--- config.mk ---
export PLATFORM = sky130hd
export DESIGN_NAME = eth_tx_frame_arbiter
export DESIGN_NICKNAME = d
export VERILOG_FILES = /design/src/rtl/eth_pkg.sv /design/src/rtl/axis_skid_reg.sv /design/src/rtl/eth_tx_frame_arbiter.sv
export SDC_FILE = /design/constraint.sdc
export NUM_CORES = 1
export LEC_CHECK = 0
export CORE_ASPECT_RATIO = 1.25
export CORE_MARGIN = 2
export CORE_UTILIZATION = 30
export CTS_CLUSTER_DIAMETER = 50
export DETAILED_ROUTE_END_ITERATION = 7
export DONT_BUFFER_PORTS = 1
export SLEW_MARGIN = 20
export SYNTH_ARGS = -nofsm -noshare
export SYNTH_HDL_FRONTEND = slang
export SYNTH_HIERARCHICAL = 1
export SYNTH_SLANG_ARGS = --single-unit
--- constraint.sdc ---
create_clock -name clk -period 2.8 [get_ports clk]
set_clock_uncertainty 0.05 [all_clocks]
set_input_delay 0.14 -clock clk [delete_from_list [all_inputs] [get_ports clk]]
set_output_delay 0.14 -clock clk [all_outputs]
set_load 0.1 [all_outputs]
--- src/rtl/eth_pkg.sv ---
// Shared definitions for the Ethernet transmit path.
//   ETH_AXIS_DATA_W : byte-wide MAC AXI-stream data width
//   SKID_DATA_W     : payload carried through the output skid {tuser, tlast, tdata}
//   arb_state_t     : frame arbiter states
package eth_pkg;

    localparam int ETH_AXIS_DATA_W = 8;
    localparam int SKID_DATA_W     = ETH_AXIS_DATA_W + 2;

    typedef enum logic [1:0] {
        IDLE  = 2'd0,
        BUSY  = 2'd1,
        ABORT = 2'd2,
        DRAIN = 2'd3
    } arb_state_t;

endpackage

--- src/rtl/axis_skid_reg.sv ---
// Two-entry AXI-stream skid register. Both the downstream outputs and the
// upstream ready come straight from flops, which breaks every combinational
// path through the stage while still sustaining one beat per cycle.
// Handshake: a beat moves on a port when valid and ready are both 1 at the
// rising clock edge; a producer must hold valid and data until that happens,
// and ready may depend only on registered state.
// Ports:
//   clk, rst          clock, synchronous active-high reset
//   s_data/s_valid    upstream beat in,   s_ready out
//   m_data/m_valid    downstream beat out, m_ready in
module axis_skid_reg #(
    parameter int DATA_W = 10
) (
    input  logic              clk,
    input  logic              rst,
    input  logic [DATA_W-1:0] s_data,
    input  logic              s_valid,
    output logic              s_ready,
    output logic [DATA_W-1:0] m_data,
    output logic              m_valid,
    input  logic              m_ready
);

    logic [DATA_W-1:0] m_data_q, m_data_d;
    logic              m_valid_q, m_valid_d;
    logic [DATA_W-1:0] sk_data_q, sk_data_d;
    logic              sk_valid_q, sk_valid_d;
    logic              push;

    // Upstream is offered space only while the spare entry is empty.
    assign push = s_valid && !sk_valid_q;

    always_comb begin
        m_data_d   = m_data_q;
        m_valid_d  = m_valid_q;
        sk_data_d  = sk_data_q;
        sk_valid_d = sk_valid_q;
        if (m_ready || !m_valid_q) begin
            // Output entry frees up: refill from the spare first to keep order.
            if (sk_valid_q) begin
                m_data_d   = sk_data_q;
                m_valid_d  = 1'b1;
                sk_valid_d = 1'b0;
            end else begin
                m_valid_d = push;
                if (push) begin
                    m_data_d = s_data;
                end
            end
        end else if (push) begin
            // Output stalled: park the in-flight beat in the spare entry.
            sk_data_d  = s_data;
            sk_valid_d = 1'b1;
        end
    end

    always_ff @(posedge clk) begin
        if (rst) begin
            m_data_q   <= '0;
            m_valid_q  <= 1'b0;
            sk_data_q  <= '0;
            sk_valid_q <= 1'b0;
        end else begin
            m_data_q   <= m_data_d;
            m_valid_q  <= m_valid_d;
            sk_data_q  <= sk_data_d;
            sk_valid_q <= sk_valid_d;
        end
    end

    assign s_ready = !sk_valid_q;
    assign m_data  = m_data_q;
    assign m_valid = m_valid_q;

endmodule

--- src/rtl/eth_tx_frame_arbiter.sv ---
// Frame-granular round-robin arbiter in front of the 1G MAC transmit stream.
// A grant is held until the frame's tlast beat is accepted. If the granted
// requester goes quiet mid-frame for TIMEOUT cycles, the MAC sees a
// terminating bad beat (tdata 0, tlast 1, tuser 1) and the rest of the
// requester's frame is swallowed up to its own tlast.
// Ports:
//   clk, rst              MAC tx clock, synchronous active-high reset
//   port_enable[N]        arbitration mask (never cuts an active frame)
//   s_axis_*[N]           requester streams, port i data at [8i+7:8i]
//   m_axis_*              registered stream to the MAC (tuser 1 = bad frame)
//   grant_valid/index     current owner; index holds its last value when idle
//   abort_pulse           high in the cycle the abort beat is pushed
//   dbg_state             arbiter state, for observation only
module eth_tx_frame_arbiter
    import eth_pkg::*;
#(
    parameter int N_PORTS = 4,
    parameter int TIMEOUT = 1024
) (
    input  logic                       clk,
    input  logic                       rst,
    input  logic [N_PORTS-1:0]         port_enable,
    input  logic [8*N_PORTS-1:0]       s_axis_tdata,
    input  logic [N_PORTS-1:0]         s_axis_tvalid,
    output logic [N_PORTS-1:0]         s_axis_tready,
    input  logic [N_PORTS-1:0]         s_axis_tlast,
    input  logic [N_PORTS-1:0]         s_axis_tuser,
    output logic [7:0]                 m_axis_tdata,
    output logic                       m_axis_tvalid,
    input  logic                       m_axis_tready,
    output logic                       m_axis_tlast,
    output logic                       m_axis_tuser,
    output logic                       grant_valid,
    output logic [$clog2(N_PORTS)-1:0] grant_index,
    output logic                       abort_pulse,
    output arb_state_t                 dbg_state
);

    localparam int GW = $clog2(N_PORTS);
    // Wide enough to hold TIMEOUT itself; at least one bit when disabled.
    localparam int TW = (TIMEOUT < 2) ? 1 : $clog2(TIMEOUT + 1);
    localparam logic [TW-1:0] TIMEOUT_CNT = TW'(TIMEOUT);

    // First eligible port after 'last', wrapping, so 'last' itself is tried last.
    function automatic logic [GW-1:0] rr_pick(input logic [N_PORTS-1:0] elig,
                                              input logic [GW-1:0]      last);
        logic [GW-1:0] pick;
        logic [GW-1:0] idx;
        logic          found;
        pick  = last;
        found = 1'b0;
        for (int k = 1; k <= N_PORTS; k++) begin
            idx = GW'((int'(last) + k) % N_PORTS);
            if (!found && elig[idx]) begin
                pick  = idx;
                found = 1'b1;
            end
        end
        return pick;
    endfunction

    arb_state_t                 state_q, state_d;
    logic [GW-1:0]              grant_q, grant_d;
    logic [GW-1:0]              last_grant_q, last_grant_d;
    logic                       grant_valid_q, grant_valid_d;
    logic [TW-1:0]              timer_q, timer_d;
    logic                       abort_fire;
    logic [N_PORTS-1:0]         eligible;
    logic                       g_valid, g_last, g_user;
    logic [7:0]                 g_data;
    logic                       skid_s_valid, skid_s_ready;
    logic [SKID_DATA_W-1:0]     skid_s_data, skid_m_data;

    assign eligible = s_axis_tvalid & port_enable;
    assign g_valid  = s_axis_tvalid[grant_q];
    assign g_last   = s_axis_tlast[grant_q];
    assign g_user   = s_axis_tuser[grant_q];
    assign g_data   = s_axis_tdata[8*grant_q +: 8];

    always_comb begin
        state_d       = state_q;
        grant_d       = grant_q;
        last_grant_d  = last_grant_q;
        grant_valid_d = grant_valid_q;
        timer_d       = timer_q;
        s_axis_tready = '0;
        skid_s_valid  = 1'b0;
        skid_s_data   = {g_user, g_last, g_data};
        abort_fire    = 1'b0;
        case (state_q)
            IDLE: begin
                timer_d = '0;
                if (|eligible) begin
                    grant_d       = rr_pick(eligible, last_grant_q);
                    grant_valid_d = 1'b1;
                    state_d       = BUSY;
                end
            end
            BUSY: begin
                s_axis_tready[grant_q] = skid_s_ready;
                skid_s_valid           = g_valid;
                if (g_valid && skid_s_ready) begin
                    timer_d = '0;
                    if (g_last) begin
                        last_grant_d  = grant_q;
                        grant_valid_d = 1'b0;
                        state_d       = IDLE;
                    end
                end else if (!g_valid) begin
                    // Only requester silence counts; MAC backpressure does not.
                    if (timer_q != '1) begin
                        timer_d = timer_q + 1'b1;
                    end
                    if (TIMEOUT != 0 && timer_d == TIMEOUT_CNT) begin
                        state_d = ABORT;
                    end
                end
            end
            ABORT: begin
                skid_s_valid = 1'b1;
                skid_s_data  = {1'b1, 1'b1, 8'h00};
                if (skid_s_ready) begin
                    abort_fire = 1'b1;
                    timer_d    = '0;
                    state_d    = DRAIN;
                end
            end
            DRAIN: begin
                // Swallow the rest of the dead frame so the requester realigns.
                s_axis_tready[grant_q] = 1'b1;
                if (g_valid && g_last) begin
                    last_grant_d  = grant_q;
                    grant_valid_d = 1'b0;
                    state_d       = IDLE;
                end
            end
            default: state_d = IDLE;
        endcase
    end

    always_ff @(posedge clk) begin
        if (rst) begin
            state_q       <= IDLE;
            grant_q       <= '0;
            last_grant_q  <= GW'(N_PORTS - 1);
            grant_valid_q <= 1'b0;
            timer_q       <= '0;
        end else begin
            state_q       <= state_d;
            grant_q       <= grant_d;
            last_grant_q  <= last_grant_d;
            grant_valid_q <= grant_valid_d;
            timer_q       <= timer_d;
        end
    end

    axis_skid_reg #(
        .DATA_W (SKID_DATA_W)
    ) u_skid (
        .clk     (clk),
        .rst     (rst),
        .s_data  (skid_s_data),
        .s_valid (skid_s_valid),
        .s_ready (skid_s_ready),
        .m_data  (skid_m_data),
        .m_valid (m_axis_tvalid),
        .m_ready (m_axis_tready)
    );

    assign {m_axis_tuser, m_axis_tlast, m_axis_tdata} = skid_m_data;
    assign grant_valid = grant_valid_q;
    assign grant_index = grant_q;
    assign abort_pulse = abort_fire;
    assign dbg_state   = state_q;

endmodule
After elaboration in Yosys (flattened, before gate mapping) --
Index checks and enable logic that the tools add are counted.
Storage, ports and cells: output and inout port bits 21, word-level logic and storage cells 126, bits of input ports 51, register bits 40
Operators by class: shift-type cells 1, order comparisons 6, reductions and logical operators 27, muxes and demuxes 62, equality and inequality tests 13, bitwise gates (word level) 3, add/sub/neg operators 5
Operator list (number):
- 11-bit 2-to-1 mux | 7
- 11-bit one-hot mux with 3 select lines | 1
- 32-bit by 6-bit variable part select with 8-bit output | 1
- 10-bit 2-to-1 mux | 3
- 2-bit 2-to-1 mux | 14
- 1-bit 2-to-1 mux | 24
- 2-bit by 3-bit less-than comparator with 1-bit output (second input constant) | 5
- 1-bit binary-select mux with 2-bit select | 7
- 11-bit by 1-bit adder with 11-bit output (second input constant) | 1
- 11-bit equality test (second input constant) | 1
- 11-bit inequality test (second input constant) | 1
- 2-bit inequality test (second input constant) | 5
- 3-bit inequality test (second input constant) | 3
- 4-bit AND | 2
- 2-bit one-hot mux with 4 select lines | 1
- 4-bit one-hot mux with 2 select lines | 1
- 1-bit logical AND | 7
- 2-bit AND reduction | 3
- 6-bit AND reduction | 1
- 3-bit nonzero test | 2
- 1-bit logical NOT | 5
- 5-bit AND reduction | 1
- 2-bit by 1-bit adder with 2-bit output (second input constant) | 2
- 2-bit adder (second input constant) | 2
- other kinds (15) | 17

Logic depth before layout (Yosys ltp) --
depth after elaboration 19, mapped depth 9, gate-level depth less buffers 8

Cells and area by module --
The synthesis kept the hierarchy.
Modules (own cells, without submodules):
- eth_tx_frame_arbiter | area an instance 1694.1 um2, instances 1, cells an instance 210, seq. area each 360.3 um2
- axis_skid_reg | area an instance 950.9 um2, instances 1, cells an instance 100, seq. area each 440.4 um2

Worst setup path before layout --
Ideal clock, no wire load.
path kind reg-to-reg, from reg grant_q[0] (netlist: grant_index[0]), to reg u_skid.m_data_q[1] (netlist: u_skid/m_data[1]), path buffers 2, required time 2.669 ns, path slack -0.109 ns, cell stages (with the launch flop) 9, clock period less this slack 2.909 ns, library setup time 0.081 ns, data arrival time 2.778 ns, cell sequence dfxtp_1 buf_6 mux4_2 a21oi_2 and2b_1 or2_1 and2_1 buf_6 a211oi_2
On the way: cells in the longest elaborated chain, start to end 6, elaborated cells between the ends (all ways) 10, classes of those cells shift: 1; mux: 6; reduce/logical: 3
Ends and longest elaborated chain:
- start, declared | RTL line eth_tx_frame_arbiter.sv:63 | logic [GW-1:0] grant_q, grant_d;
- start signal, assigned | RTL line eth_tx_frame_arbiter.sv:150 | grant_q <= grant_d;
- 1-bit binary-select mux with 2-bit select | RTL line eth_tx_frame_arbiter.sv:75 | assign g_valid = s_axis_tvalid[grant_q];
- 1-bit 2-to-1 mux (not written as such) | RTL line eth_tx_frame_arbiter.sv:75
- 1-bit one-hot mux with 2 select lines | RTL line eth_tx_frame_arbiter.sv:90 | case (state_q)
- via skid_s_valid | RTL line eth_tx_frame_arbiter.sv:71 | logic skid_s_valid, skid_s_ready;
- 1-bit logical AND | RTL line axis_skid_reg.sv:31 | assign push = s_valid && !sk_valid_q;
- 2-bit nonzero test (no source line)
- 2-bit AND reduction (no source line)
- end signal, assigned | RTL line axis_skid_reg.sv:64 | m_data_q <= m_data_d;
- end, declared | RTL line axis_skid_reg.sv:24 | logic [DATA_W-1:0] m_data_q, m_data_d;
The timed path passes the listed nets, and every way through them passes these cells. The select of a mux whose other input is x is not followed. A chain may end at the register's enable or synchronous reset.

Worst setup path in the final report --
from reg grant_q[0] (netlist: grant_index[0]), to reg u_skid.m_data_q[0] (netlist: u_skid/m_data[0])
Same word-level chain as after synthesis.

==> flow_metrics.tcl <==
set metrics [dict create \
    die_area_um2 9589 \
    placed_cells 430 \
    grt_pass1_vias 2251 \
    die_h_um 109.0 \
    numCtsBuffers 5 \
    synthesis.area_um2 2645 \
    finalCritPeriodShare_pct 88.69 \
    rsz0062_at_grt "false" \
    tightest_slew_ns 0.5479 \
    cts_tree "built" \
    drt-pass1-iter-count 4 \
    cap_violations 0 \
    critPathRequiredTime_ns 2.96 \
    cts_sinks 40 \
    synth_seq_cells 40 \
    synth-async-reset-ratio_pct 0 \
    synth_cell_types 54 \
    cellLeakagePower_uw 0.001016 \
    clockBufferDepth 2 \
    hold_class "in -> reg" \
    worstSetupEndpointType "flip-flop" \
    max_slew_margin_pct 63.47 \
    fmax_ghz 0.4027 \
    fp-row-count 38 \
    synth_edf_count 0 \
    post_drt_via_cell_ratio 5.321 \
    die_x_um 87.99 \
    cp.arrival_ns 2.64 \
    grt_pass1_wl_mm 10.96 \
    start_util_pct 30.74 \
    ant_nets 0 \
    irDropWorstVdd_mv 0.2437 \
    grt_max_degree 41 \
    grt-ovfl-total 0 \
    grt_use_total_pct 14.61 \
    min_period_ns 2.483 \
    core_um2 8606 \
    h-tree-depth 2 \
    drtIter0Drc 117 \
    clk_pin_slew_ns 0.08 \
    synthToLayoutAreaGrowth_pct 14.57 \
    totalWireLength_mm 6.669 \
    crit_fanout 11 \
    yosysWarnings 6 \
    cts-root-buf "clkbuf_8" \
    wl_per_cell_um 15.19 \
    syn_nets 367 \
    avgSynthCellArea_um2 8.532 \
    p_per_area_nw_per_um2 623.6 \
    cts_setup_buffers 0 \
    gp_congestion 0.8771 \
    drive_above_1_share_pct 18.81 \
    dp_hpwl_mm 4.990 \
    vias 2336 \
    drv_slew 0 \
    hold_viol_final 0 \
    finalNetCount 375 \
    synthCells 310 \
    clk_latency_ns 0.29 \
    status "completed" \
    fin_tns_setup_ns 0 \
    n_antenna_cell 0 \
    antenna_found_initial 0 \
    finalSetupViolCount 0 \
    cts_resized 0 \
    synth-main-ff-cell "dfxtp_1" \
    ios 72 \
    drc 0 \
    ys_seq_area_share_pct 30.27 \
    final-instance-count-excl-fill 439 \
    path_class "reg -> reg" \
    critical_path.startpoint_type "flip-flop" \
    portBuffers 0 \
]
[final timing paths]
check	startpoint	end	slack, ns	cells past startpoint
min reg2reg	u_skid/sk_data_q[1]	u_skid/sk_data_q[1]	0.41	2
min	rst	u_skid/m_data[8]	0.10	2
max	grant_index[0]	u_skid/m_data[0]	0.32	6
max reg2reg	grant_index[0]	u_skid/m_data[0]	0.32	6
[critical path: stages (launching register included)]
cell and delay, ns:
dfxtp_2 0.34, mux4_2 0.57, a21oi_2 0.20, and2b_1 0.23
or2_1 0.36, and2_1 0.40, a211oi_2 0.25
[synth_stat cells (4+ instances only)]
master,number,area (µm²)
buf_2,6,30.03
nor2b_1,8,50.05
clkbuf_1,12,45.04
mux2i_1,13,130.1
buf_6,4,45.04
a211oi_2,10,125.1
mux4_1,4,105.1
nand2_1,36,135.1
mux4_2,7,157.7
nor3_1,13,65.06
inv_1,8,30.03
o21ai_0,7,35.03
dfxtp_1,40,800.8
nand3_1,8,40.04
nor2_1,22,82.58
and3_1,4,25.02
a31oi_1,9,56.30
nand4_1,4,25.02
and2_1,5,31.28
ha_1,6,75.07
a21oi_1,39,195.2
[power by group]
| group | internal [µW] | leakage (µW) | switching (µW) | total (µW) |
|---|---|---|---|---|
| combinational | 254 | 0.000638 | 526 | 780 |
| clock | 264 | 0.0000541 | 211 | 475 |
| sequential | 606 | 0.000324 | 28.8 | 635 |
[repair_timing]
item,in CTS,in global routing
endpoints found under the setup margin,0,0
hold buffers,1,0
endpoints found under the hold margin,40,0
[final cells by class]
class | instances | area [µm²]
Clock inverter | 3 | 42.54
Sequential cell | 40 | 802.0
Inverter | 9 | 33.78
Tap cell | 120 | 150.1
Timing Repair Buffer | 25 | 250.2
Multi-Input combinational cell | 237 | 1683
Fill cell | 886 | 5575
Clock buffer | 5 | 68.82
[sequential cells by signal, summed over array words and instances (netlist names), named ones only]
name,flops
grant_index,2
u_skid/sk_data_q,10
u_skid/m_valid,1
dbg_state,1
grant_valid,1
u_skid/m_data,10
u_skid/sk_valid_q,1
last_grant_q,2
timer_q,11
[cell families after synthesis]
group           Yosys count  synth area share, %
compound gates           87                22.85
xor+xnor                  1               0.3312
fa+ha+maj                 6                2.838
buf+inv                  33                6.102
flops                    40                30.27
mux                      25                15.28
simple gates            118                22.33
[cell usage in the layout, fill, tap and decap left out, types with 2 or more instances in the layout]
cell	n
nand2b_1	2
clkbuf_8	5
a311oi_1	3
a211oi_2	10
nor4_1	2
nor2b_1	8
mux2i_1	13
or2_1	2
dfxtp_1	39
buf_4	20
nand3b_1	2
and4_1	2
a21oi_1	39
or2_2	2
a31oi_1	9
nor2_1	22
buf_12	5
o21ai_0	7
a22oi_1	2
and3_1	4
a21o_1	2
nor3_1	13
mux4_1	4
ha_1	6
nand4_1	4
inv_1	8
mux4_2	7
nand2_1	36
nand3_1	8
a211o_1	2
and2_1	5
[per-layer routing]
| layer | track usage [%] | vias to the layer above | part of all wire [%] |
|---|---|---|---|
| met5 | 0 | - | 0 |
| met4 | 4.505 | 0 | 1.5 |
| met3 | 3.028 | 7 | 4.8 |
| met2 | 26.46 | 53 | 51 |
| met1 | 17.03 | 1122 | 42 |
| li1 | - | 1154 | - |
[per-stage QoR]
step	hold WS, ns	util (%)	instance area (µm²)	total power [µW]	setup WS [ns]
floorplan	0.1546	-	2646	1278	0.1168
finish	0.1011	35.21	3030	1890	0.3167
global placement	0.1618	33.69	2899	1409	0.4069
CTS	0.09927	35.21	3030	1905	0.3237
global route	0.1011	35.21	3030	1987	0.1031
detailed placement	0.1627	33.69	2899	1417	0.3457
Power figures use the tool's default switching activity.
